File: config.mk
export PLATFORM = sky130hd
export DESIGN_NAME = alu_core_flat
export DESIGN_NICKNAME = d
export VERILOG_FILES = /design/src/rtl/alu_pkg.sv /design/src/rtl/alu_if.sv /design/src/rtl/alu_mul_seq.sv /design/src/rtl/alu_core.sv /design/src/flat_wrapper.sv
export SDC_FILE = /design/constraint.sdc
export NUM_CORES = 1
export LEC_CHECK = 0
export ABC_AREA = 1
export CORE_ASPECT_RATIO = 1.2
export CORE_MARGIN = 3
export CORE_UTILIZATION = 40
export CTS_BUF_LIST = sky130_fd_sc_hd__clkbuf_4 sky130_fd_sc_hd__clkbuf_8 sky130_fd_sc_hd__clkbuf_16
export CTS_CLUSTER_DIAMETER = 120
export DETAILED_ROUTE_END_ITERATION = 8
export SYNTH_ARGS = -nofsm -noshare
export SYNTH_HDL_FRONTEND = slang
export SYNTH_SLANG_ARGS = --single-unit
File: constraint.sdc
create_clock -name clk -period 2.2 [get_ports clk]
set_input_delay 0.44 -clock clk [delete_from_list [all_inputs] [get_ports clk]]
set_output_delay 0.44 -clock clk [all_outputs]
set_load 0.01 [all_outputs]
File: src/rtl/alu_pkg.sv
// alu_pkg: shared opcode, width and result types
// for the registered ALU and its multiplier.
package alu_pkg;

  localparam int WIDTH_DEF = 8;

  typedef enum logic [2:0] {
    OP_ADD = 3'b000,
    OP_SUB = 3'b001,
    OP_AND = 3'b010,
    OP_OR  = 3'b011,
    OP_XOR = 3'b100,
    OP_SHL = 3'b101,
    OP_SHR = 3'b110,
    OP_MUL = 3'b111
  } op_e;

  typedef struct packed {
    logic                 carry;
    logic [WIDTH_DEF-1:0] out;
  } res_t;

endpackage

File: src/rtl/alu_if.sv
// alu_if: operand/opcode request bundle and
// registered result/flag/ready response.
interface alu_if #(
  parameter int WIDTH = alu_pkg::WIDTH_DEF
) (
  input logic clk,
  input logic nrst
);

  logic [WIDTH-1:0] a;
  logic [WIDTH-1:0] b;
  logic [2:0]       op_code;
  logic             carry;
  logic             ready;
  logic [WIDTH-1:0] out;

  modport master (
    output a, b, op_code,
    input  carry, ready, out
  );

  modport slave (
    input  a, b, op_code,
    output carry, ready, out
  );

endinterface

File: src/rtl/alu_mul_seq.sv
// alu_mul_seq: iterative shift-add unsigned
// multiplier, one partial product per clock.
module alu_mul_seq
  import alu_pkg::*;
#(
  parameter int WIDTH = WIDTH_DEF
) (
  input  logic               clk,
  input  logic               rst,
  input  logic               start,
  input  logic [WIDTH-1:0]   a,
  input  logic [WIDTH-1:0]   b,
  output logic               busy,
  output logic               done,
  output logic [2*WIDTH-1:0] prod
);

  localparam int CW = $clog2(WIDTH + 1);

  logic [2*WIDTH-1:0] mcand_q, mcand_d;
  logic [WIDTH-1:0]   mplier_q, mplier_d;
  logic [2*WIDTH-1:0] prod_q, prod_d;
  logic [CW-1:0]      cnt_q, cnt_d;
  logic               busy_q, busy_d;
  logic               last;

  assign last = (cnt_q == CW'(WIDTH - 1));
  assign busy = busy_q;
  assign prod = prod_d;

  // Load on start, else one add/shift step per cycle;
  // done flags the cycle whose product is final.
  always_comb begin
    mcand_d  = mcand_q;
    mplier_d = mplier_q;
    prod_d   = prod_q;
    cnt_d    = cnt_q;
    busy_d   = busy_q;
    done     = 1'b0;
    if (start) begin
      mcand_d  = {{WIDTH{1'b0}}, a};
      mplier_d = b;
      prod_d   = '0;
      cnt_d    = '0;
      busy_d   = 1'b1;
    end else if (busy_q) begin
      if (mplier_q[0]) begin
        prod_d = prod_q + mcand_q;
      end
      mcand_d  = mcand_q << 1;
      mplier_d = mplier_q >> 1;
      cnt_d    = cnt_q + CW'(1);
      if (last) begin
        busy_d = 1'b0;
        done   = 1'b1;
      end
    end
  end

  // Multiplier state; reset aborts any run.
  always_ff @(posedge clk) begin
    if (rst) begin
      mcand_q  <= '0;
      mplier_q <= '0;
      prod_q   <= '0;
      cnt_q    <= '0;
      busy_q   <= 1'b0;
    end else begin
      mcand_q  <= mcand_d;
      mplier_q <= mplier_d;
      prod_q   <= prod_d;
      cnt_q    <= cnt_d;
      busy_q   <= busy_d;
    end
  end

endmodule

File: src/rtl/alu_core.sv
// alu_core: registered ALU, single-cycle ops plus
// a WIDTH-cycle multiply; ready gates acceptance.
module alu_core
  import alu_pkg::*;
#(
  parameter int WIDTH = WIDTH_DEF
) (
  input logic  clk,
  input logic  nrst,
  alu_if.slave bus
);

  logic [WIDTH-1:0]   out_q, out_d;
  logic               carry_q, carry_d;
  logic               ready_q, ready_d;
  logic [WIDTH:0]     sum;
  logic [WIDTH:0]     diff;
  logic               mul_start;
  logic               mul_busy;
  logic               mul_done;
  logic [2*WIDTH-1:0] mul_prod;
  op_e                op;

  assign op   = op_e'(bus.op_code);
  assign sum  = {1'b0, bus.a} + {1'b0, bus.b};
  assign diff = {1'b0, bus.a} - {1'b0, bus.b};

  alu_mul_seq #(
    .WIDTH (WIDTH)
  ) u_mul (
    .clk   (clk),
    .rst   (nrst),
    .start (mul_start),
    .a     (bus.a),
    .b     (bus.b),
    .busy  (mul_busy),
    .done  (mul_done),
    .prod  (mul_prod)
  );

  // Decode accepted op; MUL drops ready until the
  // multiplier reports its final product.
  always_comb begin
    out_d     = out_q;
    carry_d   = carry_q;
    ready_d   = ready_q;
    mul_start = 1'b0;
    if (ready_q) begin
      unique case (op)
        OP_ADD: begin
          out_d   = sum[WIDTH-1:0];
          carry_d = sum[WIDTH];
        end
        OP_SUB: begin
          out_d   = diff[WIDTH-1:0];
          carry_d = diff[WIDTH];
        end
        OP_AND: begin
          out_d   = bus.a & bus.b;
          carry_d = 1'b0;
        end
        OP_OR: begin
          out_d   = bus.a | bus.b;
          carry_d = 1'b0;
        end
        OP_XOR: begin
          out_d   = bus.a ^ bus.b;
          carry_d = 1'b0;
        end
        OP_SHL: begin
          out_d   = bus.a << 1;
          carry_d = bus.a[WIDTH-1];
        end
        OP_SHR: begin
          out_d   = bus.a >> 1;
          carry_d = bus.a[0];
        end
        OP_MUL: begin
          mul_start = 1'b1;
          ready_d   = 1'b0;
        end
      endcase
    end
    if (mul_done) begin
      out_d   = mul_prod[WIDTH-1:0];
      carry_d = |mul_prod[2*WIDTH-1:WIDTH];
      ready_d = 1'b1;
    end
  end

  // Result, flag and ready registers.
  always_ff @(posedge clk) begin
    if (nrst) begin
      out_q   <= '0;
      carry_q <= 1'b0;
      ready_q <= 1'b1;
    end else begin
      out_q   <= out_d;
      carry_q <= carry_d;
      ready_q <= ready_d;
    end
  end

  assign bus.out   = out_q;
  assign bus.carry = carry_q;
  assign bus.ready = ready_q;

  logic unused_busy;
  assign unused_busy = mul_busy;

endmodule

File: src/flat_wrapper.sv
// flat-port wrapper written by rule: the top's interface ports become plain ports
module alu_core_flat import alu_pkg::*;
#(
  parameter int WIDTH = WIDTH_DEF
)
  (clk, nrst, bus_a, bus_b, bus_op_code, bus_carry, bus_ready, bus_out);
  alu_if #(.WIDTH(WIDTH)) bus_i (.clk(clk), .nrst(nrst));
  input logic clk;
  input logic nrst;
  input wire logic [$bits(bus_i.a)-1:0] bus_a;
  input wire logic [$bits(bus_i.b)-1:0] bus_b;
  input wire logic [$bits(bus_i.op_code)-1:0] bus_op_code;
  output wire logic [$bits(bus_i.carry)-1:0] bus_carry;
  output wire logic [$bits(bus_i.ready)-1:0] bus_ready;
  output wire logic [$bits(bus_i.out)-1:0] bus_out;
  assign bus_i.a = bus_a;
  assign bus_i.b = bus_b;
  assign bus_i.op_code = bus_op_code;
  assign bus_carry = bus_i.carry;
  assign bus_ready = bus_i.ready;
  assign bus_out = bus_i.out;
  alu_core #(.WIDTH(WIDTH)) u_core (.clk(clk), .nrst(nrst), .bus(bus_i));
endmodule
* After elaboration in Yosys (flattened, before gate mapping)
Cells that the tools add are included. Widths: inputs -> output; s select.
Operators by class: $add $sub $neg 4, reductions and logical operators 11, bitwise operators 3, multiplexer cells 23, equal/unequal tests 8
Operators with widths (count):
- $pmux 8 s7 | 1
- $mux 16 | 3
- $mux 8 | 6
- $add 16x16->16 | 1
- $eq 3x3->1 const B | 4
- $mux 1 | 12
- $add 8x8->9 | 1
- $sub 8x8->9 | 1
- $and 8x8->8 | 1
- $or 8x8->8 | 1
- $reduce_bool 8->1 | 1
- $reduce_or 8->1 | 1
- $xor 8x8->8 | 1
- $eq 3x2->1 const B | 2
- $reduce_bool 6->1 | 1
- $pmux 1 s5 | 1
- $add 4x1->4 const B | 1
- $eq 4x3->1 const B | 1
- $reduce_and 2->1 | 2
- $reduce_bool 2->1 | 2
- $reduce_or 2->1 | 2
- $eq 3x1->1 const B | 1
- $logic_not 3->1 | 1
- $reduce_or 3->1 | 1
Word-level totals: logic and storage cells 58, output and inout port bits 10, input port bits 21, register bits after elaboration 55

* Logic depth before layout (Yosys ltp)
word-level depth 6, gate-level depth with buffers 17, depth with buffers taken out 17

* Cells and area by module
Synthesis repeated with hierarchy kept, for this count alone.
Unflattened totals: cell total of the unflattened synthesis 750, area total of the unflattened synthesis 4634.4 sq um
Modules (own cells, without submodules):
- alu_mul_seq | area an instance 2822.7 sq um, sequential area each 900.9 sq um, times used 1, cells an instance 441
- alu_core | area an instance 1811.7 sq um, sequential area each 200.2 sq um, times used 1, cells an instance 309

* Least setup slack after synthesis
OpenSTA, ideal clock, no wires.
path type input to register, start input port bus_a[0], end register u_core.out_q[6] (netlist: u_core.bus.out[6]), stages 15, slack 0.141 ns, setup time 0.065 ns, buffers on the path 0, arrival 1.994 ns, cells stage by stage inv_1 > ha_1 > inv_1 > fa_1 > inv_1 > nor2_1 > o21ai_0 > nand2_1 > nand2_1 > a21oi_1 > o21ai_0 > nand3_1 > a21oi_1 > nor2_1 > nor2_1
Between the ends: longest elaborated chain between the ends 4, elaborated cells between the ends (all ways) 5, classes of those cells add/sub (2); mux (3)
RTL lines:
- start: declaration | line flat_wrapper.sv:10 | input wire logic [$bits(bus_i.a)-1:0] bus_a;
- $sub 8x8->9 / $add 8x8->9 (equally long branches) | line alu_core.sv:26, alu_core.sv:25
- $pmux 8 s7 (*) | line alu_core.sv:49 | unique case (op)
- $mux 8 (*) | line alu_core.sv:48 | if (ready_q) begin
- $mux 8 (*) | line alu_core.sv:84 | if (mul_done) begin
- end signal: assignment | line alu_core.sv:98 | out_q <= out_d;
- end: declaration | line alu_core.sv:13 | logic [WIDTH-1:0] out_q, out_d;
Mark *: on every way between the ends. The rest lies on a longest branch, timed or not. The select of a mux whose other input is x is not followed. A chain may end at the register's enable or synchronous reset.

* Worst setup path after layout
start register u_core.u_mul.mcand_q[1], end register u_core.carry_q (netlist: u_core.bus.carry)
Between the ends: longest elaborated chain between the ends 6
RTL lines:
- start: declaration | line alu_mul_seq.sv:20 | logic [2*WIDTH-1:0] mcand_q, mcand_d;
- start signal: assignment | line alu_mul_seq.sv:69 | mcand_q <= mcand_d;
- $add 16x16->16 | line alu_mul_seq.sv:48 | prod_d = prod_q + mcand_q;
- $mux 16 | line alu_mul_seq.sv:47 | if (mplier_q[0]) begin
- $mux 16 | line alu_mul_seq.sv:46 | end else if (busy_q) begin
- $mux 16 | line alu_mul_seq.sv:40 | if (start) begin
- $reduce_or 8->1 | line alu_core.sv:86 | carry_d = |mul_prod[2*WIDTH-1:WIDTH];
- $mux 1 | line alu_core.sv:84
- end signal: assignment | line alu_core.sv:99 | carry_q <= carry_d;
- end: declaration | line alu_core.sv:14 | logic carry_q, carry_d;
Every way passes these cells.

==> run metrics <==
outcome finished clean; first-pass GRT wire length 22000 um; Clock Sink Count 55; Pwr per Cell Area 433 nW/um^2; CTS H-tree lvls 2; Yosys top cell by area dfxtp_1; Die Area 12000 sq um; critical path's slowest cell dfxtp_1; CP arrival 2.30 ns; Synth Area in Compound Gates 15.1%; Commonest cells post-synth nand2_1, inv_1, nor2_1; CP Class flip-flop to flip-flop; CTS root buf clkbuf_16; area growth from synthesis to layout 39.1%; Hold Crit Class flip-flop to flip-flop; Final Skew 0.00409 ns; CTS clk-pin slew, worst paths 0.07 ns; CTS Buf Count 5; final setup fails 0; Hold Violations, Final 0; Tcrit/Tclk final 96.7%; Adder-Cell Fraction of Synth Area 13.1%; NetSw 763 uW; VDD IR-drop max 0.261 mV; mapped cell area 4280 sq um; Worst Max-Slew Pin Slew 0.459 ns; RePlAce Congestion 0.926; fin crit period 2.13 ns; CP Capture Type flip-flop; num rows 40; GRT Util Overall 22.7%; Post-Synth XOR/XNOR Area 2.04%; Post-synth EDFFs 0; ant diodes 0; CTS tree done; Int Pwr 1.82 mW; max frequency 470 MHz; Die Span X 100 um; Final Non-Filler Cells 939; max_cap viols 0; deepest clock path buffer count 2; Core ar. 10200 sq um; worst-path fanout max 3; most used cell, CP nand2_1; slew margin rel. 69.4%; hold_ws 0.471 ns; total gr overflow 0; sequential share of power 40.8%; placed insts 924; post-synthesis mux area share 0%; Synth top area share 25.7%; Avg Inst Size Synth 6.32 sq um; Syn. warnings 0; IO Pins 31; Clk Latency, worst-skew pair 0.30 ns; Die Ht 119 um; worst path required time 2.38 ns; setup tns final 0 ns; final WL 13500 um; routed via count 4743; Final HPWL DP 10600 um; input/output buffers 30; Post-CTS Hold Buffers 0; worst-path cell chain buf_4, ha_1, nand2_1, nand2_2, nand3_1, nand2_2, nand2_2, nand2_1, nand2_1, nand3_1, nand2_2, nand2_1, nor2_2, nand2_1, nand2_1, a21oi_2; largest family of logic cells by synthesized area simple AND/OR/NAND/NOR gates; startpoint types flip-flop; Netlist cell types 40; drt pass-1 iters 6; initial antenna violation count 0; Seq/Total Area, Yosys 25.7%; clock power share 32.2%; Leak 2.83 nW; max incr delay on CP 0.33 ns; count leader, synth nand2_1; Final ANT Viol Nets 0; combinational share of power 27.0%; vias per cell 5.05; Mapped Nets 742; Initial Utilization 41.9%; # DRC 0; Pins Over Slew Limit 0; Yosys reg bits 55; Sw Share 29.6%; largest net degree at the start of global routing 39; cell count after synthesis 678; fraction of registers with async set/reset 0%; Nets 877; sum of buffers and inverters on the critical path 1; top post-synthesis cells by area dfxtp_1, nand2_1, ha_1; CP top delay family simple AND/OR/NAND/NOR gates; Iter 0 DRT Violations 183; Simple-Gate Fraction of Synth Area 33.0%; routed len/inst 14.4 um; Post-synth top flop dfxtp_1; vias in the first global route 4722; layout cells sized above 1 24.6%
==> worst register-to-register path: cells and delay by family (launching register included) <==
family / cells / cell delay (ns)
AOI/OAI and AO/OA: 1 / 0.05
adders and majority gates: 1 / 0.29
buffers and inverters: 1 / 0.15
DFF: 1 / 0.33
and+or+nand+nor: 13 / 1.18
==> sequential cells by signal (all words and copies together) (netlist names) <==
signal	count
u_core.u_mul.cnt_q	4
u_core.u_mul.mcand_q	16
u_core.bus.out	8
u_core.bus.ready	1
u_core.u_mul.mplier_q	8
u_core.u_mul.busy	1
u_core.u_mul.prod_q	16
u_core.bus.carry	1
==> per-layer routing <==
metal,track usage [%],wire length [um],vias to the layer above
met4,8.34,267,0
met1,26.1,5600,2186
met3,1.76,414,17
met2,42.6,7220,90
met5,0,0,-
li1,-,-,2450
==> cell usage in the layout (no fill, tap or decap), types with 7 or more instances in the layout <==
cell / count
nand2_1: 192
ha_1: 25
nor2_1: 63
clkdlybuf4s50_1: 24
buf_4: 111
a21oi_1: 34
nand2_2: 14
ha_4: 12
o21ai_0: 13
o22ai_1: 10
nand3_1: 38
inv_1: 92
o21ai_1: 7
inv_2: 14
dfxtp_1: 49
a31oi_1: 15
nor3_1: 9
==> power groups by stage <==
stage	Clock, mW	Sequential, mW	Combinational, mW
floorplan	0	1.08	0.301
detailed placement	0	1.07	0.645
global route	0.884	1.06	0.770
CTS	0.845	1.05	0.660
finish	0.832	1.05	0.698
global placement	0	1.07	0.641
==> final timing paths <==
| check | from | cells after the start | slack, ns | to |
|---|---|---|---|---|
| min | u_core.u_mul.mplier_q[6]$_SDFFE_PP0P_ | 2 | 0.47 | u_core.u_mul.mplier_q[6]$_SDFFE_PP0P_ |
| min reg2reg | u_core.u_mul.mplier_q[6]$_SDFFE_PP0P_ | 2 | 0.47 | u_core.u_mul.mplier_q[6]$_SDFFE_PP0P_ |
| max | u_core.u_mul.mcand_q[1]$_SDFFE_PP0P_ | 16 | 0.07 | u_core.bus.carry$_SDFFE_PP0P_ |
| max reg2reg | u_core.u_mul.mcand_q[1]$_SDFFE_PP0P_ | 16 | 0.07 | u_core.bus.carry$_SDFFE_PP0P_ |
==> logic make-up after synthesis <==
group	Yosys count
fa+ha+maj	43
flops	55
xor+xnor	10
compound gates	109
buf+inv	122
simple gates	339
==> what timing repair did <==
| action | in CTS | in global routing |
|---|---|---|
| setup buffers | 1 | 7 |
| endpoints found under the setup margin | 7 | 6 |
| pin swaps | 1 | 20 |
| gates resized for setup | 18 | 65 |
==> final cells by class <==
type | count | area (sq um)
sequential | 55 | 1110
clock buffer | 6 | 139
fill | 992 | 4250
multi-input combinational | 501 | 2980
clock inverter | 1 | 8.76
inverter | 108 | 413
timing repair buffer | 142 | 1150
tap | 126 | 158
==> through the flow <==
step | setup slack [ns] | cell area, sq um | utilization, % | total power [mW]
6_report | 0.0726 | 5960 | 58.4 | 2.58
5_1_grt | -0.0520 | 5960 | 58.4 | 2.71
4_1_cts | -0.0271 | 5660 | 55.5 | 2.56
3_5_place_dp | -0.622 | 5480 | 53.6 | 1.72
3_3_place_gp | -0.585 | 5480 | 53.6 | 1.71
2_1_floorplan | 0.141 | 4280 | - | 1.38
Power figures use the tool's default switching activity.
